[src/rtl/axil_pkg.sv]
// Shared AXI-Lite slice definitions: per-channel stage modes and response codes.
package axil_pkg;

  localparam int REG_BYPASS = 0;
  localparam int REG_SIMPLE = 1;
  localparam int REG_SKID   = 2;

  localparam logic [1:0] OKAY   = 2'b00;
  localparam logic [1:0] EXOKAY = 2'b01;
  localparam logic [1:0] SLVERR = 2'b10;
  localparam logic [1:0] DECERR = 2'b11;

endpackage

[src/rtl/axil_reg_stage.sv]
// Generic valid/ready register stage: bypass, single register, or main+skid register pair.
module axil_reg_stage
  import axil_pkg::*;
#(
  parameter int WIDTH    = 32,
  parameter int REG_TYPE = REG_SIMPLE
) (
  input  logic             clk,
  input  logic             rst,
  input  logic [WIDTH-1:0] s_data,
  input  logic             s_valid,
  output logic             s_ready,
  output logic [WIDTH-1:0] m_data,
  output logic             m_valid,
  input  logic             m_ready
);

  if (REG_TYPE == REG_SKID) begin : g_skid
    logic [WIDTH-1:0] main_q, skid_q;
    logic             main_vld_q, skid_vld_q, rdy_q;
    logic             in_xfer;

    assign in_xfer = s_valid & rdy_q;
    assign s_ready = rdy_q;
    assign m_valid = main_vld_q;
    assign m_data  = main_q;

    // Ready only drops when a beat lands in skid, so it never depends on m_ready combinationally.
    always_ff @(posedge clk or negedge rst) begin
      if (!rst) begin
        main_q     <= '0;
        skid_q     <= '0;
        main_vld_q <= 1'b0;
        skid_vld_q <= 1'b0;
        rdy_q      <= 1'b0;
      end else if (skid_vld_q) begin
        if (m_ready) begin
          main_q     <= skid_q;
          skid_vld_q <= 1'b0;
          rdy_q      <= 1'b1;
        end
      end else begin
        rdy_q <= 1'b1;
        if (in_xfer && main_vld_q && !m_ready) begin
          skid_q     <= s_data;
          skid_vld_q <= 1'b1;
          rdy_q      <= 1'b0;
        end else if (in_xfer) begin
          main_q     <= s_data;
          main_vld_q <= 1'b1;
        end else if (main_vld_q && m_ready) begin
          main_vld_q <= 1'b0;
        end
      end
    end
  end else if (REG_TYPE == REG_SIMPLE) begin : g_simple
    logic [WIDTH-1:0] data_q;
    logic             vld_q, rdy_q;
    logic             in_xfer;

    assign in_xfer = s_valid & rdy_q;
    assign s_ready = rdy_q;
    assign m_valid = vld_q;
    assign m_data  = data_q;

    // Ready is registered as "empty next cycle" so it reads 0 in reset and 1 after the first edge.
    always_ff @(posedge clk or negedge rst) begin
      if (!rst) begin
        data_q <= '0;
        vld_q  <= 1'b0;
        rdy_q  <= 1'b0;
      end else if (in_xfer) begin
        data_q <= s_data;
        vld_q  <= 1'b1;
        rdy_q  <= 1'b0;
      end else if (vld_q && m_ready) begin
        vld_q <= 1'b0;
        rdy_q <= 1'b1;
      end else begin
        rdy_q <= ~vld_q;
      end
    end
  end else begin : g_bypass
    assign s_ready = m_ready;
    assign m_valid = s_valid;
    assign m_data  = s_data;
  end

endmodule

[src/rtl/axil_reg_slice.sv]
// AXI-Lite register slice: five independent channel stages, each with its own mode.
// DATA_WIDTH is expected to be 8, 16, 32 or 64.
module axil_reg_slice
  import axil_pkg::*;
#(
  parameter int ADDR_WIDTH  = 32,
  parameter int DATA_WIDTH  = 32,
  parameter int STRB_WIDTH  = DATA_WIDTH / 8,
  parameter int AW_REG_TYPE = REG_SIMPLE,
  parameter int W_REG_TYPE  = REG_SIMPLE,
  parameter int B_REG_TYPE  = REG_SIMPLE,
  parameter int AR_REG_TYPE = REG_SIMPLE,
  parameter int R_REG_TYPE  = REG_SKID
) (
  input  logic                  clk,
  input  logic                  rst,

  input  logic [ADDR_WIDTH-1:0] s_axil_awaddr,
  input  logic [2:0]            s_axil_awprot,
  input  logic                  s_axil_awvalid,
  output logic                  s_axil_awready,
  input  logic [DATA_WIDTH-1:0] s_axil_wdata,
  input  logic [STRB_WIDTH-1:0] s_axil_wstrb,
  input  logic                  s_axil_wvalid,
  output logic                  s_axil_wready,
  output logic [1:0]            s_axil_bresp,
  output logic                  s_axil_bvalid,
  input  logic                  s_axil_bready,
  input  logic [ADDR_WIDTH-1:0] s_axil_araddr,
  input  logic [2:0]            s_axil_arprot,
  input  logic                  s_axil_arvalid,
  output logic                  s_axil_arready,
  output logic [DATA_WIDTH-1:0] s_axil_rdata,
  output logic [1:0]            s_axil_rresp,
  output logic                  s_axil_rvalid,
  input  logic                  s_axil_rready,

  output logic [ADDR_WIDTH-1:0] m_axil_awaddr,
  output logic [2:0]            m_axil_awprot,
  output logic                  m_axil_awvalid,
  input  logic                  m_axil_awready,
  output logic [DATA_WIDTH-1:0] m_axil_wdata,
  output logic [STRB_WIDTH-1:0] m_axil_wstrb,
  output logic                  m_axil_wvalid,
  input  logic                  m_axil_wready,
  input  logic [1:0]            m_axil_bresp,
  input  logic                  m_axil_bvalid,
  output logic                  m_axil_bready,
  output logic [ADDR_WIDTH-1:0] m_axil_araddr,
  output logic [2:0]            m_axil_arprot,
  output logic                  m_axil_arvalid,
  input  logic                  m_axil_arready,
  input  logic [DATA_WIDTH-1:0] m_axil_rdata,
  input  logic [1:0]            m_axil_rresp,
  input  logic                  m_axil_rvalid,
  output logic                  m_axil_rready
);

  axil_reg_stage #(.WIDTH(ADDR_WIDTH + 3), .REG_TYPE(AW_REG_TYPE)) u_aw (
    .clk     (clk),
    .rst     (rst),
    .s_data  ({s_axil_awprot, s_axil_awaddr}),
    .s_valid (s_axil_awvalid),
    .s_ready (s_axil_awready),
    .m_data  ({m_axil_awprot, m_axil_awaddr}),
    .m_valid (m_axil_awvalid),
    .m_ready (m_axil_awready)
  );

  axil_reg_stage #(.WIDTH(DATA_WIDTH + STRB_WIDTH), .REG_TYPE(W_REG_TYPE)) u_w (
    .clk     (clk),
    .rst     (rst),
    .s_data  ({s_axil_wstrb, s_axil_wdata}),
    .s_valid (s_axil_wvalid),
    .s_ready (s_axil_wready),
    .m_data  ({m_axil_wstrb, m_axil_wdata}),
    .m_valid (m_axil_wvalid),
    .m_ready (m_axil_wready)
  );

  // Response channels flow master-to-slave, so the stage's upstream side is m_axil_*.
  axil_reg_stage #(.WIDTH(2), .REG_TYPE(B_REG_TYPE)) u_b (
    .clk     (clk),
    .rst     (rst),
    .s_data  (m_axil_bresp),
    .s_valid (m_axil_bvalid),
    .s_ready (m_axil_bready),
    .m_data  (s_axil_bresp),
    .m_valid (s_axil_bvalid),
    .m_ready (s_axil_bready)
  );

  axil_reg_stage #(.WIDTH(ADDR_WIDTH + 3), .REG_TYPE(AR_REG_TYPE)) u_ar (
    .clk     (clk),
    .rst     (rst),
    .s_data  ({s_axil_arprot, s_axil_araddr}),
    .s_valid (s_axil_arvalid),
    .s_ready (s_axil_arready),
    .m_data  ({m_axil_arprot, m_axil_araddr}),
    .m_valid (m_axil_arvalid),
    .m_ready (m_axil_arready)
  );

  axil_reg_stage #(.WIDTH(DATA_WIDTH + 2), .REG_TYPE(R_REG_TYPE)) u_r (
    .clk     (clk),
    .rst     (rst),
    .s_data  ({m_axil_rresp, m_axil_rdata}),
    .s_valid (m_axil_rvalid),
    .s_ready (m_axil_rready),
    .m_data  ({s_axil_rresp, s_axil_rdata}),
    .m_valid (s_axil_rvalid),
    .m_ready (s_axil_rready)
  );

endmodule

[config.mk]
export PLATFORM = sky130hd
export DESIGN_NAME = axil_reg_slice
export DESIGN_NICKNAME = d
export VERILOG_FILES = /design/src/rtl/axil_pkg.sv /design/src/rtl/axil_reg_stage.sv /design/src/rtl/axil_reg_slice.sv
export SDC_FILE = /design/constraint.sdc
export NUM_CORES = 1
export LEC_CHECK = 0
export BUFFER_PORTS_ARGS = -buffer_cell sky130_fd_sc_hd__clkbuf_2
export CAP_MARGIN = 25
export CORE_MARGIN = 10
export CORE_UTILIZATION = 30
export DETAILED_ROUTE_END_ITERATION = 7
export PLACE_DENSITY_LB_ADDON = 0.08
export SYNTH_ARGS = -nofsm -noshare
export SYNTH_HDL_FRONTEND = slang
export SYNTH_HIERARCHICAL = 1
export SYNTH_SLANG_ARGS = --single-unit
[constraint.sdc]
create_clock -name clk -period 2.26 [get_ports clk]
set_clock_uncertainty 0.1 [all_clocks]
set_input_delay 0.452 -clock clk [delete_from_list [all_inputs] [get_ports clk]]
set_output_delay 0.452 -clock clk [all_outputs]
set_load 0.02 [all_outputs]
[Word level (Yosys, flattened, before mapping)]
Cells that the tools add are included.
Word-level totals
  flip-flop bits (word level): 187
  input port bits: 154
  word-level logic and storage cells: 75
Cells by class
  reductions and logical operators: 17
  mux-type cells: 28
  bitwise gates (word level): 11
  equal/unequal tests: 2
Operator list (count)
  $mux W34: 4
  $mux W1: 24
  $reduce_bool A2 Y1: 6
  $logic_and A1 B1 Y1: 7
  $not A1 Y1: 6
  $reduce_and A3 Y1: 2
  $and A1 B1 Y1: 5
  $ne A2 B1 Y1 const B: 1
  $ne A2 B2 Y1 const B: 1
  $reduce_and A2 Y1: 1
  $logic_not A1 Y1: 1

[Logic depth before layout (Yosys ltp)]
Gate-level depths: netlist of the first run.
  word-level depth: 5
  depth in mapped cells: 5
  depth with buffers taken out: 3

[Hierarchy]
The synthesis of the first run kept the hierarchy.
Modules (own cells, without submodules)
  axil_reg_stage (u_r): times used 1, cells each 195, area each 3090.5 µm², seq. area each 1776.7 µm²
  axil_reg_stage (u_ar ...): times used 2, cells each 79, area each 1486.4 µm², seq. area each 925.9 µm²
  axil_reg_stage (u_w): times used 1, cells each 82, area each 1482.7 µm², seq. area each 950.9 µm²
  axil_reg_stage (u_b): times used 1, cells each 10, area each 152.6 µm², seq. area each 100.1 µm²

[Worst setup path before layout of the first run]
Ideal clock, no wire load.
  kind: reg-to-reg
  start: register u_r.g_skid.rdy_q (netlist: u_r/s_ready)
  end: register u_r.g_skid.skid_q[10]
  buffers on the path: 1
  data required time: 2.035 ns
  slack: 0.410 ns
  cell stages (with the launch flop): 5
  arrival: 1.625 ns
  path through: dfrtp_1 > nand2_1 > nor4b_4 > buf_6 > mux2_2
On the way
  word-level cells in the longest chain between the ends: 4
RTL lines
  start: declaration: RTL line axil_reg_stage.sv:20  | logic main_vld_q, skid_vld_q, rdy_q;
  start signal: assignment: RTL line axil_reg_stage.sv:35  | rdy_q <= 1'b0;
  start signal: assignment: RTL line axil_reg_stage.sv:40  | rdy_q <= 1'b1;
  start signal: assignment: RTL line axil_reg_stage.sv:43  | rdy_q <= 1'b1;
  $and A1 B1 Y1: RTL line axil_reg_stage.sv:23  | assign in_xfer = s_valid & rdy_q;
  $logic_and A1 B1 Y1 (2 in series): RTL line axil_reg_stage.sv:44  | if (in_xfer && main_vld_q && !m_ready) begin
  $reduce_and A2 Y1 (no line)
  end signal: assignment: RTL line axil_reg_stage.sv:45  | skid_q <= s_data;
  end: declaration: RTL line axil_reg_stage.sv:19  | logic [WIDTH-1:0] main_q, skid_q;
No other way between the ends.
A chain may end at the register's enable or synchronous reset.

[Final worst setup path of the first run]
  start: register u_r.g_skid.skid_vld_q
  end: register u_r.g_skid.main_q[32] (netlist: u_r/m_data[32])
On the way
  word-level cells in the longest chain between the ends: 2
RTL lines
  start: declaration: RTL line axil_reg_stage.sv:20
  start signal: assignment: RTL line axil_reg_stage.sv:34  | skid_vld_q <= 1'b0;
  start signal: assignment: RTL line axil_reg_stage.sv:39  | skid_vld_q <= 1'b0;
  start signal: assignment: RTL line axil_reg_stage.sv:46  | skid_vld_q <= 1'b1;
  $ne A2 B1 Y1 (no line) (tied with other cells)
  $reduce_and A3 Y1 (no line)
  end signal: assignment: RTL line axil_reg_stage.sv:38  | main_q <= skid_q;
  end signal: assignment: RTL line axil_reg_stage.sv:49  | main_q <= s_data;
  end: declaration: RTL line axil_reg_stage.sv:19
Several ways; a longest one is shown, not always the timed one.

==> results of run 1 <==
==> flip-flops by register name, summed over array words and instances (netlist names), 2 cells and up <==
signal and cells:
u_w/m_data 36, u_ar/m_data 35, u_aw/m_data 35, u_r/g_skid.skid_q 34, u_r/m_data 34, u_b/m_data 2
==> cells by family (layout without fill, tap and decap cells) <==
| logic type | count (synthesis) | in the layout | synth area share |
|---|---|---|---|
| flip-flops | 187 | 187 | 0.608 |
| AND/OR/NAND/NOR | 11 | 11 | 0.0112 |
| AO/OA/AOI/OAI | 12 | 12 | 0.0106 |
| multiplexers | 210 | 210 | 0.344 |
| buffers and inverters | 25 | 361 | 0.0262 |
==> cell usage after synthesis, drive strengths merged <==
master	instances
nand2b	2
dfrtp	187
nand2	5
a21oi	2
or2	1
mux2	210
nor2	2
inv	5
nor4b	1
o21ai	6
buf	20
o21a	4
==> worst register-to-register path: stages, from the launching register on <==
cell and delay, ns:
dfrtp_2 0.42, buf_4 0.31, a21oi_1 0.12, a21oi_4 0.17
buf_4 0.23, mux2_2 0.36
==> power groups by stage <==
stage	Clock (uW)	Combinational, uW	Sequential, uW
after floorplan	0	1640	5930
after global placement	0	3970	5070
after detailed placement	0	4040	5080
after CTS	3110	4040	5040
after global routing	3260	4240	5170
final	2980	3940	5020
==> path summary, 6_finish.rpt <==
check                                             end                   from
worst max-delay path                   u_r/m_data[32]  u_r/g_skid.skid_vld_q
worst min-delay path                     u_ar/m_valid         m_axil_arready
worst max register to register         u_r/m_data[32]  u_r/g_skid.skid_vld_q
worst min register to register  u_r/g_skid.skid_q[27]  u_r/g_skid.skid_q[27]
max in group asynchronous             u_aw/m_data[18]                    rst
min in group asynchronous        u_r/g_skid.skid_q[7]                    rst
==> layout by cell type, fill, tap and decap left out <==
cell type / synthesis / layout
inv_6: 0 / 2
nand2_1: 2 / 1
a21oi_4: 1 / 1
o21a_1: 4 / 4
clkbuf_8: 0 / 4
dfrtp_1: 187 / 186
clkbuf_16: 0 / 17
mux2_4: 76 / 76
nand2_2: 1 / 2
nand2b_1: 2 / 2
nor2_1: 2 / 2
buf_12: 0 / 6
clkbuf_2: 0 / 304
inv_1: 5 / 5
nand2_4: 2 / 2
a21oi_1: 1 / 1
clkinv_8: 0 / 1
nor4b_4: 1 / 1
mux2_1: 4 / 4
clkinv_4: 0 / 5
buf_4: 3 / 12
o21ai_0: 6 / 6
mux2_2: 130 / 130
or2_2: 1 / 1
inv_8: 0 / 4
dlygate4sd3_1: 0 / 1
dfrtp_2: 0 / 1
==> what timing repair did <==
item	4_1_cts	5_1_grt
hold endpoints to repair	45	0
hold buffers	1	0
setup buffers	0	0
==> metal layers <==
layer,GRT usage,vias to the layer above,routed length (um)
met2,0.210,187,10100
met5,0,-,20
met4,0.0413,4,218
met1,0.151,2373,8850
li1,-,2222,-
met3,0.0663,19,2100
==> cell type report <==
cell class / instances / area (um^2)
Multi-Input combinational cell: 233 / 2820
Tap cell: 330 / 413
Sequential cell: 187 / 4680
Timing Repair Buffer: 324 / 1760
Clock inverter: 12 / 123
Fill cell: 2373 / 14900
Clock buffer: 20 / 467
Inverter: 5 / 18.8
==> stage by stage <==
stage / total power [uW] / setup slack (ns) / std cells / hold WS, ns / utilization
floorplan: 7560 / 0.410 / 445 / 0.0564 / -
global placement: 9040 / 0.424 / 1078 / 0.356 / 0.384
detailed placement: 9120 / 0.370 / 1078 / 0.371 / 0.384
CTS: 12200 / 0.434 / 1111 / 0.104 / 0.408
global route: 12700 / 0.360 / 1111 / 0.117 / 0.408
finish: 11900 / 0.445 / 1111 / 0.133 / 0.408
==> results.tsv, run 1 <==
metric	value	unit
start_util	0.306	
critPathArrivalTime	2.02	ns
ys_types	19	
rsz0062_at_grt	no	
relSlewSlack	0.654	
root_buffer	clkbuf_16	
status	complete, no violations	
tritoncts	built	
power.clock.fraction	0.250	
p_switching	4100	uW
grt-ovfl-total	0	
pwr-share-comb	0.330	
numPortBuffers	305	
core	25200	um^2
dpl.hpwl	16400	um
period_share	0.803	
firstDrtPassIters	3	
crit_slowest_cell	dfrtp_2	
grt_pass1_vias	5636	
worstPathRequired	2.46	ns
cts_inserted_buffers	17	
clkTransAtPathRegs	0.07	ns
cp_common_cell	buf_4	
viasPerCell	4.32	
path_max_fanout	21	
p_seq_frac	0.420	
num_io_pins	306	
cellLeakagePower	0.00515	uW
drt_wl_total	21300	um
ctsResizeCount	0	
drive_gt1_frac	0.729	
max_freq	551	MHz
ctsHtreeMaxLevel	4	
fp.dieArea	32500	um^2
path_cells	buf_4 -> a21oi_1 -> a21oi_4 -> buf_4 -> mux2_2	
synth_area_leaders	dfrtp_1 (61%), mux2_2 (19%), mux2_4 (15%), buf_6 (1.8%), mux2_1 (0.59%)	
crit_path_max_incr_delay	0.42	ns
path_delay_family	buffers and inverters	
synth_top_cell_by_area	dfrtp_1	
ant_nets	0	
syn_nets	599	
hold_viol	0	
synth_top_area_frac	0.608	
synth-seq-cells	187	
cap_viol_max_count	0	
crit_cells	5	
maxSlewViolCount	0	
crit_path_start_kind	flop	
wl_per_cell	19.2	um
sw_frac_of_total	0.343	
grt_max_degree	55	
hold_class	primary input to flop	
r2r_slack	0.44	ns
stdcell_area	10300	um^2
row_count	58	
setup_violations	0	
grt_usage	0.131	
synthToLayoutAreaGrowth	33.5	%
grt_antenna_before_repair	2	
place_congestion	0.730	
path_class	flop to flop	
synthesis.area	7700	um^2
synth_seq_area_share	0.608	
finalCriticalPeriod	1.82	ns
p_per_area	1160	nW/um^2
place_area	9680	um^2
cts.path.max_buffers	2	
nets	922	
hold_depth	2	
syn-mean-instance-area	17.3	um^2
path_buf_inv	2	
drt_iter0_drc	140	
grt_pass1_wl	33800	um
internal-power	7850	uW
clock_sinks	187	
vias	4805	
clkLatencyLatePin	0.43	ns
vdd_drop_max	0.463	mV
worstMarginPinSlew	0.519	ns
critPathCaptureType	flop	
diodes	0	
drc	0	
die_x	180	um
setup-tns-final	0	ns
synth_warnings	6	
reg2reg_depth	5	
syn-instance-count	445	
die_h	180	um
No activity file was read; power rests on OpenSTA's default activity.
==> inputs of run 2 (changes only) <==
==> constraint.sdc (replaced) <==
create_clock -name clk -period 1.6 [get_ports clk]
set_clock_uncertainty 0.1 [all_clocks]
set_input_delay 0.32 -clock clk [delete_from_list [all_inputs] [get_ports clk]]
set_output_delay 0.32 -clock clk [all_outputs]
set_load 0.02 [all_outputs]
==> run 2 against run 1 <==
Net effect:
- register-to-register slack lost 0.51 ns
- the run now ends with negative setup slack left
- final area rose by 8.9%
- via count grew 5.0%
- non-clock buffer count up 54
- global-route usage increased by 0.25 points
- largest cell class unchanged
- worst setup slack worse by 0.51 ns
- critical endpoint is now u_r/g_skid.skid_q[18]
- hold slack lost 0.11 ns
- routed wire length grew 8.1%
==> results.tsv, run 2 (synthesis gave the netlist of run 1 again) <==
metric	value	unit
timing.hold.ws	0.0225	ns
path_max_fanout	18	
grt_max_degree	39	
fillers	2297	
tritoncts	built	
hold_viol	0	
nets	976	
grt_antenna_before_repair	1	
grt_usage	0.134	
setup-tns-final	-2.28	ns
die_x	180	um
wl_per_cell	19.8	um
finalCriticalPeriod	1.66	ns
crit_path_start_kind	flop	
vdd_drop_max	0.657	mV
dp_slack	-0.119	ns
ctsHtreeMaxLevel	4	
num_io_pins	306	
cts.path.max_buffers	2	
worstPathRequired	1.81	ns
largest_register_ffs	36	
crit_path_max_incr_delay	0.39	ns
root_buffer	clkbuf_16	
critPathArrivalTime	1.87	ns
diodes	0	
drive_gt1_frac	0.705	
firstDrtPassIters	4	
row_count	58	
period_share	1.04	
path_delay_family	flip-flops	
setup_violations	52	
violations	negative setup slack	
power.clock.fraction	0.235	
fp.dieArea	32500	um^2
critPathCaptureType	flop	
path_class	flop to flop	
worstMarginPinSlew	0.394	ns
clkTransAtPathRegs	0.08	ns
cts_inserted_buffers	17	
multiInputGateArea	3020	um^2
max_freq	601	MHz
drc	0	
numPortBuffers	305	
final_util	0.444	
clock_sinks	187	
final_cell_mix	clkbuf_2 (303), dfrtp_1 (184), mux2_4 (126)	
p_switching	6100	uW
final_cells	1165	
crit_slowest_cell	dfrtp_2	
drt_wl_total	23000	um
clkLatencyLatePin	0.43	ns
path_buf_inv	2	
pwr-share-comb	0.362	
regArea	4680	um^2
final_common_cell	clkbuf_2	
place_congestion	0.757	
maxSlewViolCount	0	
vias	5045	
relSlewSlack	0.737	
fin_ws	-0.0639	ns
die_h	180	um
cellLeakagePower	0.00564	uW
cap_viol_max_count	0	
p_seq_frac	0.403	
dpl.hpwl	16800	um
placedCellCount	1082	
internal-power	11700	uW
grt_pass1_vias	5739	
core	25200	um^2
sw_frac_of_total	0.343	
hold_class	primary input to flop	
grt-ovfl-total	0	
viasPerCell	4.33	
rsz0062_at_grt	yes	
synthToLayoutAreaGrowth	45.4	%
start_util	0.306	
drt_iter0_drc	110	
grt_pass1_wl	34600	um
status	complete, but fails checks	
ant_nets	0	
path_cells	nand2_4 -> nor4b_4 -> buf_6 -> clkbuf_16 -> mux2_2	
p_per_area	1590	nW/um^2
## run 2: metal layers
| metal | share of wire | up-vias | track usage |
|---|---|---|---|
| met4 | 0.012 | 2 | 0.0354 |
| met3 | 0.087 | 16 | 0.0635 |
| met1 | 0.40 | 2508 | 0.151 |
| met2 | 0.50 | 190 | 0.223 |
| li1 | - | 2329 | - |
| met5 | 0.00056 | - | 0 |
## run 2: cell type report
type,count,area share
inverter,5,0.00168
sequential,187,0.418
timing repair buffer,378,0.221
clock inverter,14,0.0138
multi-input combinational,233,0.270
clock buffer,18,0.0383
tap,330,0.0369
## run 2: final timing paths
kind                            cells past startpoint                   from               endpoint  slack, ns
worst max-delay path                                5            u_r/s_ready  u_r/g_skid.skid_q[18]      -0.06
worst min-delay path                                2       s_axil_araddr[7]         u_ar/m_data[7]       0.02
worst max register to register                      5            u_r/s_ready  u_r/g_skid.skid_q[18]      -0.06
worst min register to register                      1  u_r/g_skid.skid_q[27]  u_r/g_skid.skid_q[27]       0.39
max in group asynchronous                           3                    rst         u_w/m_data[27]       0.57
min in group asynchronous                           2                    rst  u_r/g_skid.skid_q[13]       0.30
## run 2: power groups by stage
stage | combinational [uW] | clock [uW] | sequential, uW
final | 6440 | 4170 | 7160
after global routing | 6880 | 4530 | 7370
after CTS | 6200 | 4350 | 7160
after detailed placement | 6090 | 0 | 7210
after global placement | 5990 | 0 | 7190
after floorplan | 2610 | 0 | 8390
## run 2: repair_timing
action / in CTS / in global routing
gates resized for setup: 6 / 30
buffers inserted: 0 / 4
setup endpoints to repair: 69 / 70
hold buffers: 34 / 7
gates cloned: 0 / 6
hold endpoints to repair: 65 / 7
pin swaps: 0 / 1
## run 2: metrics by stage
step / area (um^2) / total power [uW]
floorplan: 7840 / 11000
global placement: 9910 / 13200
detailed placement: 9910 / 13300
CTS: 10900 / 17700
global route: 11200 / 18800
finish: 11200 / 17800
## run 2: worst reg2reg max path: cells and delay by family, from the launching register on
kind | cells | cell delay, ns
mux | 1 | 0.36
buf+inv | 2 | 0.37
simple gates | 2 | 0.33
flops | 1 | 0.39
==> inputs of run 3 (changes only) <==
--- a/config.mk
+++ b/config.mk
@@ -10,7 +10,6 @@
 export CORE_MARGIN = 10
 export CORE_UTILIZATION = 30
 export DETAILED_ROUTE_END_ITERATION = 7
-export PLACE_DENSITY_LB_ADDON = 0.08
 export SYNTH_ARGS = -nofsm -noshare
 export SYNTH_HDL_FRONTEND = slang
 export SYNTH_HIERARCHICAL = 1
==> run 3 against run 2 <==
Net effect:
- combinational power down 3.1%
- die area unchanged
- largest power group unchanged
- flip-flop and latch count unchanged
- clock power up 4%
- register-to-register slack worse by 0.02 ns
- sequential power about the same
- highest routed layer is now met4
- the run still ends with negative setup slack left
- final cell count down 2.9%
==> results.tsv, run 3 (synthesis gave the netlist of run 1 again) <==
metric	value	unit
drc	0	
clkLatencyLatePin	0.42	ns
crit_path_start_kind	flop	
p_per_area	1640	nW/um^2
path_class	flop to flop	
nets	942	
hold_class	primary input to flop	
worstMarginPinSlew	0.385	ns
drt_wl_total	21300	um
drt_iter0_drc	198	
period_share	1.05	
worstPathRequired	1.79	ns
ctsHtreeMaxLevel	4	
finalCriticalPeriod	1.69	ns
critPathArrivalTime	1.88	ns
path_max_fanout	10	
grt-ovfl-total	0	
final_common_cell	clkbuf_2	
fin_ws	-0.0853	ns
timing.hold.ws	0.0276	ns
final_cell_mix	clkbuf_2 (303), dfrtp_1 (184), mux2_4 (123)	
start_util	0.306	
critPathCaptureType	flop	
num_io_pins	306	
diodes	0	
row_count	58	
fin_total_pwr	17700	uW
vias	4873	
wl_per_cell	18.9	um
ant_nets	0	
setup-tns-final	-2.63	ns
grt_usage	0.129	
hold_viol	0	
synthToLayoutAreaGrowth	40.7	%
violations	negative setup slack	
root_buffer	clkbuf_16	
place_congestion	0.730	
grt_antenna_before_repair	0	
clkTransAtPathRegs	0.08	ns
max_freq	593	MHz
cellLeakagePower	0.00548	uW
die_x	180	um
cap_viol_max_count	0	
relSlewSlack	0.744	
grt_pass1_vias	5578	
core	25200	um^2
status	complete, but fails checks	
rsz0062_at_grt	yes	
cts_inserted_buffers	17	
cts.path.max_buffers	2	
setup_violations	59	
maxSlewViolCount	0	
vdd_drop_max	0.851	mV
drive_gt1_frac	0.735	
largest_register_ffs	36	
firstDrtPassIters	6	
viasPerCell	4.31	
grt_pass1_wl	33600	um
die_h	180	um
crit_path_max_incr_delay	0.42	ns
tritoncts	built	
fp.dieArea	32500	um^2
numPortBuffers	305	
path_cells	buf_4 -> a21oi_1 -> a21oi_4 -> buf_4 -> buf_12 -> mux2_4	
dpl.hpwl	15900	um
clock_sinks	187	
cp_common_cell	buf_4	
grt_max_degree	42	
crit_slowest_cell	dfrtp_2	
run 3: cell count changes in the layout (fill, tap and decap cells not counted), moves of 2 or more:
cell and change:
dlygate4sd3_1 -35, mux2_2 +4, buf_4 +3, clkinv_8 -3, mux2_4 -3, buf_6 -2, bufinv_16 +2, clkbuf_16 -2
clkinvlp_4 +2, inv_6 -2
run 3: area by class of cell:
| type | instances | area [um^2] |
|---|---|---|
| Inverter | 5 | 18.8 |
| Timing Repair Buffer | 344 | 2120 |
| Tap cell | 330 | 413 |
| Sequential cell | 187 | 4680 |
| Fill cell | 2344 | 14400 |
| Clock inverter | 13 | 160 |
| Clock buffer | 19 | 433 |
| Multi-Input combinational cell | 233 | 3000 |
run 3: power breakdown:
| part | switching, uW | total [uW] | internal [uW] |
|---|---|---|---|
| logic | 3030 | 6240 | 3200 |
| clock network | 1980 | 4330 | 2360 |
| registers | 885 | 7140 | 6260 |
| total | 5900 | 17700 | 11800 |
run 3: final timing paths:
path	start	endpoint	slack, ns	cells past startpoint
max	u_r/s_ready	u_r/m_data[28]	-0.09	6
min	s_axil_awaddr[19]	u_aw/m_data[19]	0.03	2
max reg2reg	u_r/s_ready	u_r/m_data[28]	-0.09	6
min reg2reg	u_r/g_skid.skid_q[7]	u_r/g_skid.skid_q[7]	0.40	1
max in group asynchronous	rst	u_ar/m_data[7]	0.54	3
min in group asynchronous	rst	u_w/m_data[8]	0.30	2
run 3: timing repair:
action                                  4_1_cts  5_1_grt
gates cloned                                  2        3
pin swaps                                     0        1
endpoints found under the hold margin        33        1
resized for setup                            24       13
endpoints found under the setup margin       68       69
setup buffers                                 4        0
hold buffers                                  5        1
run 3: layer usage:
metal	vias up	GRT usage	share of wire	wire (um)
li1	2259	-	-	-
met1	2440	0.151	0.42	8910
met2	156	0.219	0.51	10800
met3	18	0.0456	0.060	1290
met4	0	0.0361	0.014	308
met5	-	0	0	0
run 3: worst max-delay path, delay by kind of cell (launching register included):
kind,cells,cell delay (ns)
buffers and inverters,3,0.46
DFF,1,0.42
AOI/OAI and AO/OA,2,0.29
muxes,1,0.29
run 3: per-stage QoR:
step	setup WS (ns)	cells	instance area, um^2	util
finish	-0.0853	1131	10800	0.430
global route	-0.128	1131	10800	0.430
CTS	-0.0687	1127	10700	0.425
detailed placement	-0.107	1084	9910	0.393
global placement	-0.0766	1084	9910	0.393
floorplan	-0.192	445	7840	-
